$ cat config.mk
export PLATFORM = sky130hd
export DESIGN_NAME = mem_port_arbiter
export DESIGN_NICKNAME = d
export VERILOG_FILES = /design/src/rtl/mem_port_arbiter.sv
export SDC_FILE = /design/constraint.sdc
export NUM_CORES = 1
export LEC_CHECK = 0
export ABC_CLOCK_PERIOD_IN_PS = 1600
export BUFFER_PORTS_ARGS = -buffer_cell sky130_fd_sc_hd__buf_2
export CAP_MARGIN = 10
export CORE_ASPECT_RATIO = 2
export CORE_MARGIN = 3
export CORE_UTILIZATION = 45
export CTS_CLUSTER_SIZE = 12
export DETAILED_ROUTE_END_ITERATION = 6
export GPL_TIMING_DRIVEN = 0
export PLACE_DENSITY = 0.89
export SLEW_MARGIN = 20
export SYNTH_ARGS = -nofsm -noshare
export SYNTH_HDL_FRONTEND = slang
export SYNTH_SLANG_ARGS = --single-unit
$ cat constraint.sdc
create_clock -name clk -period 1.6 [get_ports clk]
set_input_delay 0.32 -clock clk [delete_from_list [all_inputs] [get_ports clk]]
set_output_delay 0.32 -clock clk [all_outputs]
set_load 0.01 [all_outputs]
$ cat src/rtl/mem_port_arbiter.sv
// mem_port_arbiter: CPU-priority arbiter for one single-port sync memory with a read-only debug port
// and a starvation limit that forces a debug grant.
module mem_port_arbiter #(
    parameter int AW         = 8,
    parameter int DW         = 32,
    parameter int STARVE_LIM = 4
) (
    input  logic          clk,
    input  logic          rstn,
    input  logic          cpu_req_i,
    input  logic          cpu_we_i,
    input  logic [AW-1:0] cpu_addr_i,
    input  logic [DW-1:0] cpu_wdata_i,
    output logic          cpu_gnt_o,
    output logic          cpu_rvalid_o,
    output logic [DW-1:0] cpu_rdata_o,
    input  logic          dbg_req_i,
    input  logic [AW-1:0] dbg_addr_i,
    output logic          dbg_gnt_o,
    output logic          dbg_rvalid_o,
    output logic [DW-1:0] dbg_rdata_o,
    output logic [AW-1:0] mem_addr_o,
    output logic          mem_we_o,
    output logic [DW-1:0] mem_wdata_o,
    input  logic [DW-1:0] mem_rdata_i,
    output logic [3:0]    starve_cnt_o
);
    typedef enum logic [1:0] {OWN_NONE = 2'd0, OWN_CPU = 2'd1, OWN_DBG = 2'd2} owner_e;
    localparam logic [3:0] LIM = 4'(STARVE_LIM);
    owner_e        owner_q, owner_d;
    logic [3:0]    starve_q, starve_d;
    logic [AW-1:0] addr_q;
    logic [DW-1:0] cpu_rdata_q, dbg_rdata_q;
    logic          starved;
    assign starved      = starve_q >= LIM;
    assign starve_cnt_o = starve_q;
    assign mem_wdata_o  = cpu_wdata_i;
    // CPU also wins when starved but the debug request has just dropped, so no cycle is wasted
    always_comb begin
        dbg_gnt_o    = rstn && dbg_req_i && (!cpu_req_i || starved);
        cpu_gnt_o    = rstn && cpu_req_i && !dbg_gnt_o;
        mem_we_o     = cpu_gnt_o && cpu_we_i;
        mem_addr_o   = cpu_gnt_o ? cpu_addr_i : dbg_gnt_o ? dbg_addr_i : addr_q;
        starve_d     = (dbg_req_i && !dbg_gnt_o) ? ((starve_q == 4'hf) ? starve_q : starve_q + 4'd1) : 4'd0;
        owner_d      = (cpu_gnt_o && !cpu_we_i) ? OWN_CPU : dbg_gnt_o ? OWN_DBG : OWN_NONE;
        cpu_rvalid_o = rstn && (owner_q == OWN_CPU);
        dbg_rvalid_o = rstn && (owner_q == OWN_DBG);
        cpu_rdata_o  = cpu_rvalid_o ? mem_rdata_i : cpu_rdata_q;
        dbg_rdata_o  = dbg_rvalid_o ? mem_rdata_i : dbg_rdata_q;
    end
    always_ff @(posedge clk) begin
        if (!rstn) begin
            owner_q     <= OWN_NONE;
            starve_q    <= 4'd0;
            addr_q      <= '0;
            cpu_rdata_q <= '0;
            dbg_rdata_q <= '0;
        end else begin
            owner_q     <= owner_d;
            starve_q    <= starve_d;
            addr_q      <= mem_addr_o;
            cpu_rdata_q <= cpu_rdata_o;
            dbg_rdata_q <= dbg_rdata_o;
        end
    end
endmodule

==> flow_summary.ini, run 1 <==
[pwr]
pwr_density_cell_nw_per_um2 = 890.1
sw_frac_of_total = 0.2368
p_switching_mw = 1.213
leakage_nw = 2.968
p_seq_frac = 0.396
irDropWorstVdd_v = 0.0007270
cellInternalPower_mw = 3.908
p_clk_frac = 0.434
total_power_mw = 5.121
pwr-share-comb = 0.169

[critical_path]
cp_max_fo = 10
critical_path_class = reg -> out
worstPathRequired_ns = 1.28
arrival_ns = 1.55
path_cells = nand3b_4 > buf_12 > mux2_4 > buf_2
end_kind = output pin
start_kind = register
crit_slowest_cell = dfxtp_2
cp_slowest_stage_delay_ns = 0.33

[sta]
fin_crit_sh = 1.169
finalHoldViolCount = 0
fmax_mhz = 534.7
final.setup_skew_ns = 0.004140
timing.setup.tns_ns = -17.50
setup_viol = 75
min_period_ns = 1.870
rsz0062_at_grt = yes
setup_ws_ns = -0.2702
slew_viol_final = 0

[run_status]
violations = setup timing
status = finished with violations

[synthesis]
syn_area_um2 = 3765
synth_nets = 413
synth_warnings = 0
ys_ff_latch = 78
yosysSeqAreaShare = 0.4148
synthCells = 327
synth_cell_types = 26
syn_avg_cell_area_um2 = 11.51

[clocking]
cts_buffers = 9
clk_latency_ns = 0.32
cts_tree = built
cts.sinks = 78
cts-root-buf = clkbuf_16
cts.clk_slew.worst_paths_ns = 0.06
clock_path_buffers = 2
htree_levels = 3

[route]
routed_via_density = 4.990
ant_nets = 0
drt-initial-drc-count = 104
drcViolationCount = 0
vias = 3099
drtPass1Iterations = 4
wirelength_um = 10670
routedWlPerCell_um = 17.18

[grt]
antenna_found_initial = 1
grt_pass1_wl_um = 16920
grtUsageTotal = 0.2241
grt_overflow_total = 0
grt_max_degree = 15
first_global_vias = 3476

[floorplanning]
initial_utilization = 0.4672
core_area_um2 = 8058
dieArea_um2 = 9566
pin_count = 198
rows = 46
die_y_um = 135.4
die_x_um = 70.68

[place]
hpwl_um = 7778
port_buffers = 165
gp_congestion = 0.7916
dpl_worst_slack_ns = -0.2766
numPlacedInstances = 588

[final_layout]
finish.utilization = 0.7140
instances_no_fill = 621
final_common_cell = buf_2
final_cell_mix = buf_2 (106), dfxtp_1 (74), and2_1 (66)
multiInputGateArea_um2 = 1943
drive_gt1_frac = 0.6298
nNetsFinal = 605
fillers = 582
regArea_um2 = 1569
syn_to_final_growth_pct = 52.81

[min_path]
hp-class = in -> reg

[flow_run]
maxCapViolations = 0
## registers in the layout, indices dropped and copies added (netlist names)
signal,count
addr_q,8
dbg_rdata_q,32
cpu_rdata_q,32
owner_q,2
starve_cnt_o,4
## critical path: cells and delay by family, from the launching register on
family,cells,cell delay (ns)
buf+inv,2,0.35
flops,1,0.33
mux,1,0.31
simple gates,1,0.23
## stage by stage
stage	hold WS [ns]	area, um2
3_5_place_dp	0.4373	4711
3_3_place_gp	0.4405	4711
5_1_grt	0.1631	5753
6_report	0.1570	5753
4_1_cts	0.1423	5673
2_1_floorplan	0.3993	3765
## what timing repair did
item / CTS / global route
pin swaps: 9 / 2
endpoints found under the setup margin: 77 / 77
hold buffers: 0 / 0
buffers inserted: 13 / 4
gates resized for setup: 97 / 15
## layer usage
layer,part of all wire,track usage,vias to the layer above
met5,0,0,-
met4,0.032,0.1077,0
met3,0.063,0.04235,24
met2,0.58,0.4468,161
met1,0.32,0.2099,1460
li1,-,-,1454
## kinds of logic (layout without fill, tap and decap cells)
| logic type | after synthesis | after routing | synth area share |
|---|---|---|---|
| other | 1 | 2 | 0.0009961 |
| and+or+nand+nor | 96 | 96 | 0.1612 |
| DFF | 78 | 78 | 0.4148 |
| muxes | 72 | 72 | 0.2705 |
| adders and majority gates | 1 | 1 | 0.003323 |
| AOI/OAI and AO/OA | 24 | 24 | 0.04786 |
| buffers and inverters | 55 | 252 | 0.1014 |
## power groups by stage
stage               Combinational, mW  Sequential [mW]  Clock, mW
detailed placement              0.695             2.07          0
finish                          0.868             2.03       2.22
global route                    0.927             2.03       2.34
global placement                0.678             2.06          0
CTS                             0.843             2.03       2.27
floorplan                       0.420             2.06          0
## final cells by class
type,count,area share
antenna,1,0.0004350
buffer,52,0.07612
clock buffer,10,0.04154
clock inverter,6,0.01631
inverter,2,0.001305
multi-input combinational,194,0.3378
sequential,78,0.2727
tap,96,0.02088
timing repair buffer,182,0.2329
## synth_stat cells, drive strengths merged
library cell	count	area share
nand2	10	0.011
conb	1	0.0010
o2bb2ai	8	0.019
mux2i	8	0.021
mux2	64	0.25
o22ai	8	0.013
buf	43	0.089
inv	2	0.0020
o211ai	8	0.016
ha	1	0.0033
nor2	3	0.0030
and2	66	0.11
nor4b	1	0.0023
nor3	1	0.0013
nand3b	2	0.011
dfxtp	78	0.41
nand2b	9	0.015
nor3b	2	0.0053
clkbuf	10	0.010
nor2b	2	0.0033
## path summary, 6_finish.rpt
path,cells past startpoint,slack (ns),start,endpoint
hold reg to reg,1,0.45,starve_cnt_o[0],starve_cnt_o[0]
setup / recovery,4,-0.27,owner_q[0],dbg_rdata_o[10]
setup reg to reg,10,0.08,starve_cnt_o[3],owner_q[1]
hold / removal,2,0.16,cpu_we_i,owner_q[0]
Power figures use the tool's default switching activity.
==> inputs of run 2 (changes only) <==
Settings changed: PLACE_DENSITY 0.89 to 0.84.
==> run 2 against run 1 <==
Compared with the run above: setup slack worse by 0.0032 ns; the flow still finishes with violations (setup timing); wire length up 5.0%; via count rose by 1.8%; global-route usage rose by 0.85 points; count of clock-buffer cells in the layout rose by 2; critical path depth grew 1; clock skew grew 0.0035 ns; die area stayed put; register-to-register slack worse by 0.02 ns; non-clock buffer count grew 10; clock power hardly changed; core utilization increased by 1.6 points; highest routed layer unchanged; critical endpoint is now cpu_rdata_o[30].
==> flow_summary.ini, run 2 (synthesized netlist as in run 1, its figures left out) <==
[floorplanning]
die_x_um = 70.68
dieArea_um2 = 9566
core_area_um2 = 8058
pin_count = 198
rows = 46
die_y_um = 135.4
initial_utilization = 0.4672

[critical_path]
cp_common_cell = buf_12
crit_buf_inv = 3
path_cells = nand3b_4 > buf_12 > buf_12 > mux2_4 > buf_6
worstPathRequired_ns = 1.28
start_kind = register
cp_slowest_stage_delay_ns = 0.31
cp_max_fo = 5
critical_path_class = reg -> out
arrival_ns = 1.55
cpLargestDelayFamily = buffers and inverters
end_kind = output pin
crit_slowest_cell = dfxtp_2

[sta]
min_period_ns = 1.873
setup_viol = 74
final.setup_skew_ns = 0.007664
rsz0062_at_grt = yes
slew_viol_final = 0
fmax_mhz = 533.8
fin_crit_sh = 1.171
setup_ws_ns = -0.2734
finalHoldViolCount = 0

[final_layout]
drive_gt1_frac = 0.6285
multiInputGateArea_um2 = 1913
fillers = 544
final_cell_mix = buf_2 (104), dfxtp_1 (74), buf_6 (66), and2_1 (66), mux2_4 (60)
regArea_um2 = 1569
finish.utilization = 0.7301
syn_to_final_growth_pct = 56.26
reg_top3 = cpu_rdata_q x32, dbg_rdata_q x32, addr_q x8
final_common_cell = buf_2
instances_no_fill = 629
diodes = 0
nNetsFinal = 615

[clocking]
cts.clk_slew.worst_paths_ns = 0.05
cts_buffers = 9
cts-root-buf = clkbuf_16
htree_levels = 3
cts.sinks = 78
ctsHoldBuffers = 0
clock_path_buffers = 2
cts_tree = built
clk_latency_ns = 0.33

[grt]
grt_overflow_total = 0
grt_pass1_wl_um = 17210
grtUsageTotal = 0.2326
antenna_found_initial = 0
first_global_vias = 3446
grt_max_degree = 13

[route]
drtPass1Iterations = 4
wl_met1_um = 3453
vias = 3156
ant_nets = 0
routed_via_density = 5.017
routedWlPerCell_um = 17.82
drcViolationCount = 0
met3_length_um = 674
highest_layer = met4
wirelength_um = 11210
drt-initial-drc-count = 132
dr_wl_met2_um = 6705

[run_status]
status = finished with violations
violations = setup timing

[pwr]
pwr_density_cell_nw_per_um2 = 866.6
irDropWorstVdd_v = 0.0006097
leakage_nw = 3.061

[flow_run]
maxCapViolations = 0

[min_path]
hp-class = in -> reg

[place]
gp_congestion = 0.8181
numPlacedInstances = 588
port_buffers = 165
hpwl_um = 7932
## run 2: repair_timing
action                                  4_1_cts  5_1_grt
setup buffers                                15        8
gates resized for setup                     103       16
endpoints found under the setup margin       77       77
pin swaps                                     4        9
gates cloned                                  4        0
## run 2: metrics by stage
| step | hold WS, ns | power [mW] | instance area, um2 | setup TNS, ns | setup slack (ns) |
|---|---|---|---|---|---|
| after floorplan | 0.3993 | 2.481 | 3765 | 0 | 0.1173 |
| after global placement | 0.4297 | 2.747 | 4711 | -1.929 | -0.3748 |
| after detailed placement | 0.4493 | 2.765 | 4711 | -2.339 | -0.3657 |
| after CTS | 0.1566 | 5.110 | 5763 | -18.71 | -0.2898 |
| after global routing | 0.1747 | 5.308 | 5883 | -21.39 | -0.3103 |
| final | 0.1749 | 5.098 | 5883 | -17.62 | -0.2734 |
## run 2: cell type report
type / count / area share
clock inverter: 3 / 0.01148
tap: 96 / 0.02042
inverter: 2 / 0.001701
buffer: 52 / 0.07444
clock buffer: 12 / 0.04360
timing repair buffer: 192 / 0.2565
multi-input combinational: 194 / 0.3252
sequential: 78 / 0.2667
## run 2: layer usage
metal | GRT usage | vias up
met1 | 0.2116 | 1497
met3 | 0.05201 | 26
met5 | 0 | -
met4 | 0.1213 | 0
li1 | - | 1468
met2 | 0.4603 | 165
## run 2: path summary, 6_finish.rpt
check,from,to,slack [ns],cells after the start
hold / removal,cpu_we_i,owner_q[0],0.17,2
setup / recovery,owner_q[1],cpu_rdata_o[30],-0.27,5
setup reg to reg,starve_cnt_o[3],owner_q[1],0.06,10
hold reg to reg,starve_cnt_o[0],starve_cnt_o[0],0.45,1
## run 2: power by group
part / switching (mW) / internal [mW]
registers: 0.0258 / 2.00
logic: 0.382 / 0.498
clock network: 0.748 / 1.44
total: 1.16 / 3.94
==> inputs of run 3 (changes only) <==
--- a/config.mk
+++ b/config.mk
@@ -15,4 +15,4 @@
 export DETAILED_ROUTE_END_ITERATION = 6
-export GPL_TIMING_DRIVEN = 0
 export PLACE_DENSITY = 0.84
+export RECOVER_POWER = 100
 export SLEW_MARGIN = 20
==> constraint.sdc (replaced) <==
create_clock -name clk -period 1.6 [get_ports clk]
set_input_delay 0.08 -clock clk [delete_from_list [all_inputs] [get_ports clk]]
set_output_delay 0.08 -clock clk [all_outputs]
set_load 0.01 [all_outputs]
==> run 3 against run 2 <==
Compared with the run above: the run still ends with setup timing left; largest power group unchanged; cell count fell by 13%; fmax rose by 13%; first-iteration DRC count fell by 14%; register-to-register slack improved by 0.13 ns.
==> flow_summary.ini, run 3 (synthesized netlist as in run 1, its figures left out) <==
[place]
numPlacedInstances = 513
hpwl_um = 6783
gp_congestion = 0.8047
dpl_worst_slack_ns = 0.1832
port_buffers = 133

[sta]
final.setup_skew_ns = 0.004878
fin_crit_sh = 1.037
max_slew_margin = 0.5461
setup_ws_ns = -0.05920
setup_viol = 41
rsz0062_at_grt = yes
min_period_ns = 1.659
slew_viol_final = 0
hold_slack_ns = 0.06251
fmax_mhz = 602.7
worstMarginPinSlew_ns = 0.6795
finalHoldViolCount = 0

[route]
vias = 2785
ant_nets = 0
drcViolationCount = 0
drtPass1Iterations = 4
wirelength_um = 10100
routed_via_density = 5.073
drt-initial-drc-count = 114
routedWlPerCell_um = 18.40

[clocking]
cts.clk_slew.worst_paths_ns = 0.06
cts-root-buf = clkbuf_16
cts_buffers = 9
htree_levels = 3
clk_latency_ns = 0.34
cts_tree = built
clock_path_buffers = 2
cts.sinks = 78

[grt]
antenna_found_initial = 1
grtUsageMet3 = 0.05572
grt_pass1_wl_um = 15640
grt_use_met1 = 0.2061
grt_max_degree = 41
grt_overflow_total = 0
grtUsageTotal = 0.2128
grt_use_met2 = 0.3883
grt_most_used_layer = met2
first_global_vias = 2990

[floorplanning]
rows = 46
die_y_um = 135.4
dieArea_um2 = 9566
pin_count = 198
die_x_um = 70.68
core_area_um2 = 8058
initial_utilization = 0.4672

[critical_path]
worstPathRequired_ns = 1.52
cp_max_fo = 4
crit_path_end = dbg_rdata_o[7]
ff2ff_setup_slack_ns = 0.19
end_kind = output pin
reg2regPathDepth = 4
crit_start = owner_q[0]
start_kind = register
arrival_ns = 1.58
r2r_start = starve_cnt_o[3]
critical_path_class = reg -> out
r2r_end = addr_q[3]

[final_layout]
final_cell_mix = buf_2 (80), dfxtp_1 (76), and2_1 (64)
nNetsFinal = 533
syn_to_final_growth_pct = 38.52
final_common_cell = buf_2
fillers = 600
drive_gt1_frac = 0.5354
instances_no_fill = 549
finish.utilization = 0.6472
reg_top3 = cpu_rdata_q x32, dbg_rdata_q x32, addr_q x8

[flow_run]
maxCapViolations = 0

[run_status]
status = finished with violations
violations = setup timing

[pwr]
total_power_mw = 4.924
leakage_nw = 2.662
pwr_density_cell_nw_per_um2 = 944.2
irDropWorstVdd_v = 0.0005745

[min_path]
hold_start = dbg_req_i
hp-class = in -> reg
==> run 3: routing by layer <==
| metal | up-vias | routed length, um |
|---|---|---|
| li1 | 1307 | - |
| met1 | 1314 | 3384 |
| met2 | 110 | 5562 |
| met3 | 54 | 559 |
| met4 | 0 | 597 |
| met5 | - | 0 |
==> run 3: through the flow <==
stage,TNS (ns),cell area (um2)
finish,-1.653,5215
global route,-3.399,5215
floorplan,0,3765
global placement,0,4302
CTS,-2.892,5213
detailed placement,0,4302
==> run 3: power breakdown <==
part / leakage (nW) / switching (mW) / internal, mW
Sequential: 0.634 / 0.0243 / 2.00
Clock: 0.152 / 0.829 / 1.37
Combinational: 1.88 / 0.311 / 0.387
Total: 2.66 / 1.17 / 3.76
==> run 3: critical path, cell delays in order (launching register included) <==
cell      delay [ns]
dfxtp_2         0.32
nand3b_4        0.19
buf_12          0.17
buf_16          0.13
mux2_4          0.31
buf_6           0.13
==> run 3: repair_timing <==
action	4_1_cts	5_1_grt
pin swaps	1	2
gates resized for setup	72	8
buffers inserted	6	2
hold endpoints to repair	9	0
endpoints found under the setup margin	69	70
hold buffers	9	0
cloned	3	1
==> run 3: worst min path at each step <==
stage,end,slack [ns],depth (start not counted)
floorplan,owner_q[0],0.16,1
global placement,mem_wdata_o[12],0.16,0
detailed placement,mem_wdata_o[12],0.16,0
CTS,owner_q[1],0.02,3
global route,owner_q[1],0.08,3
finish,owner_q[1],0.06,3
==> run 3: area by class of cell <==
type	count	area, um2	share of cell area
Multi-Input combinational cell	194	1867	0.3580
Timing Repair Buffer	162	1331	0.2553
Clock buffer	9	225.2	0.04319
Clock inverter	7	97.59	0.01871
Inverter	2	7.507	0.001440
Sequential cell	78	1564	0.2999
Antenna cell	1	2.502	0.0004798
Tap cell	96	120.1	0.02303
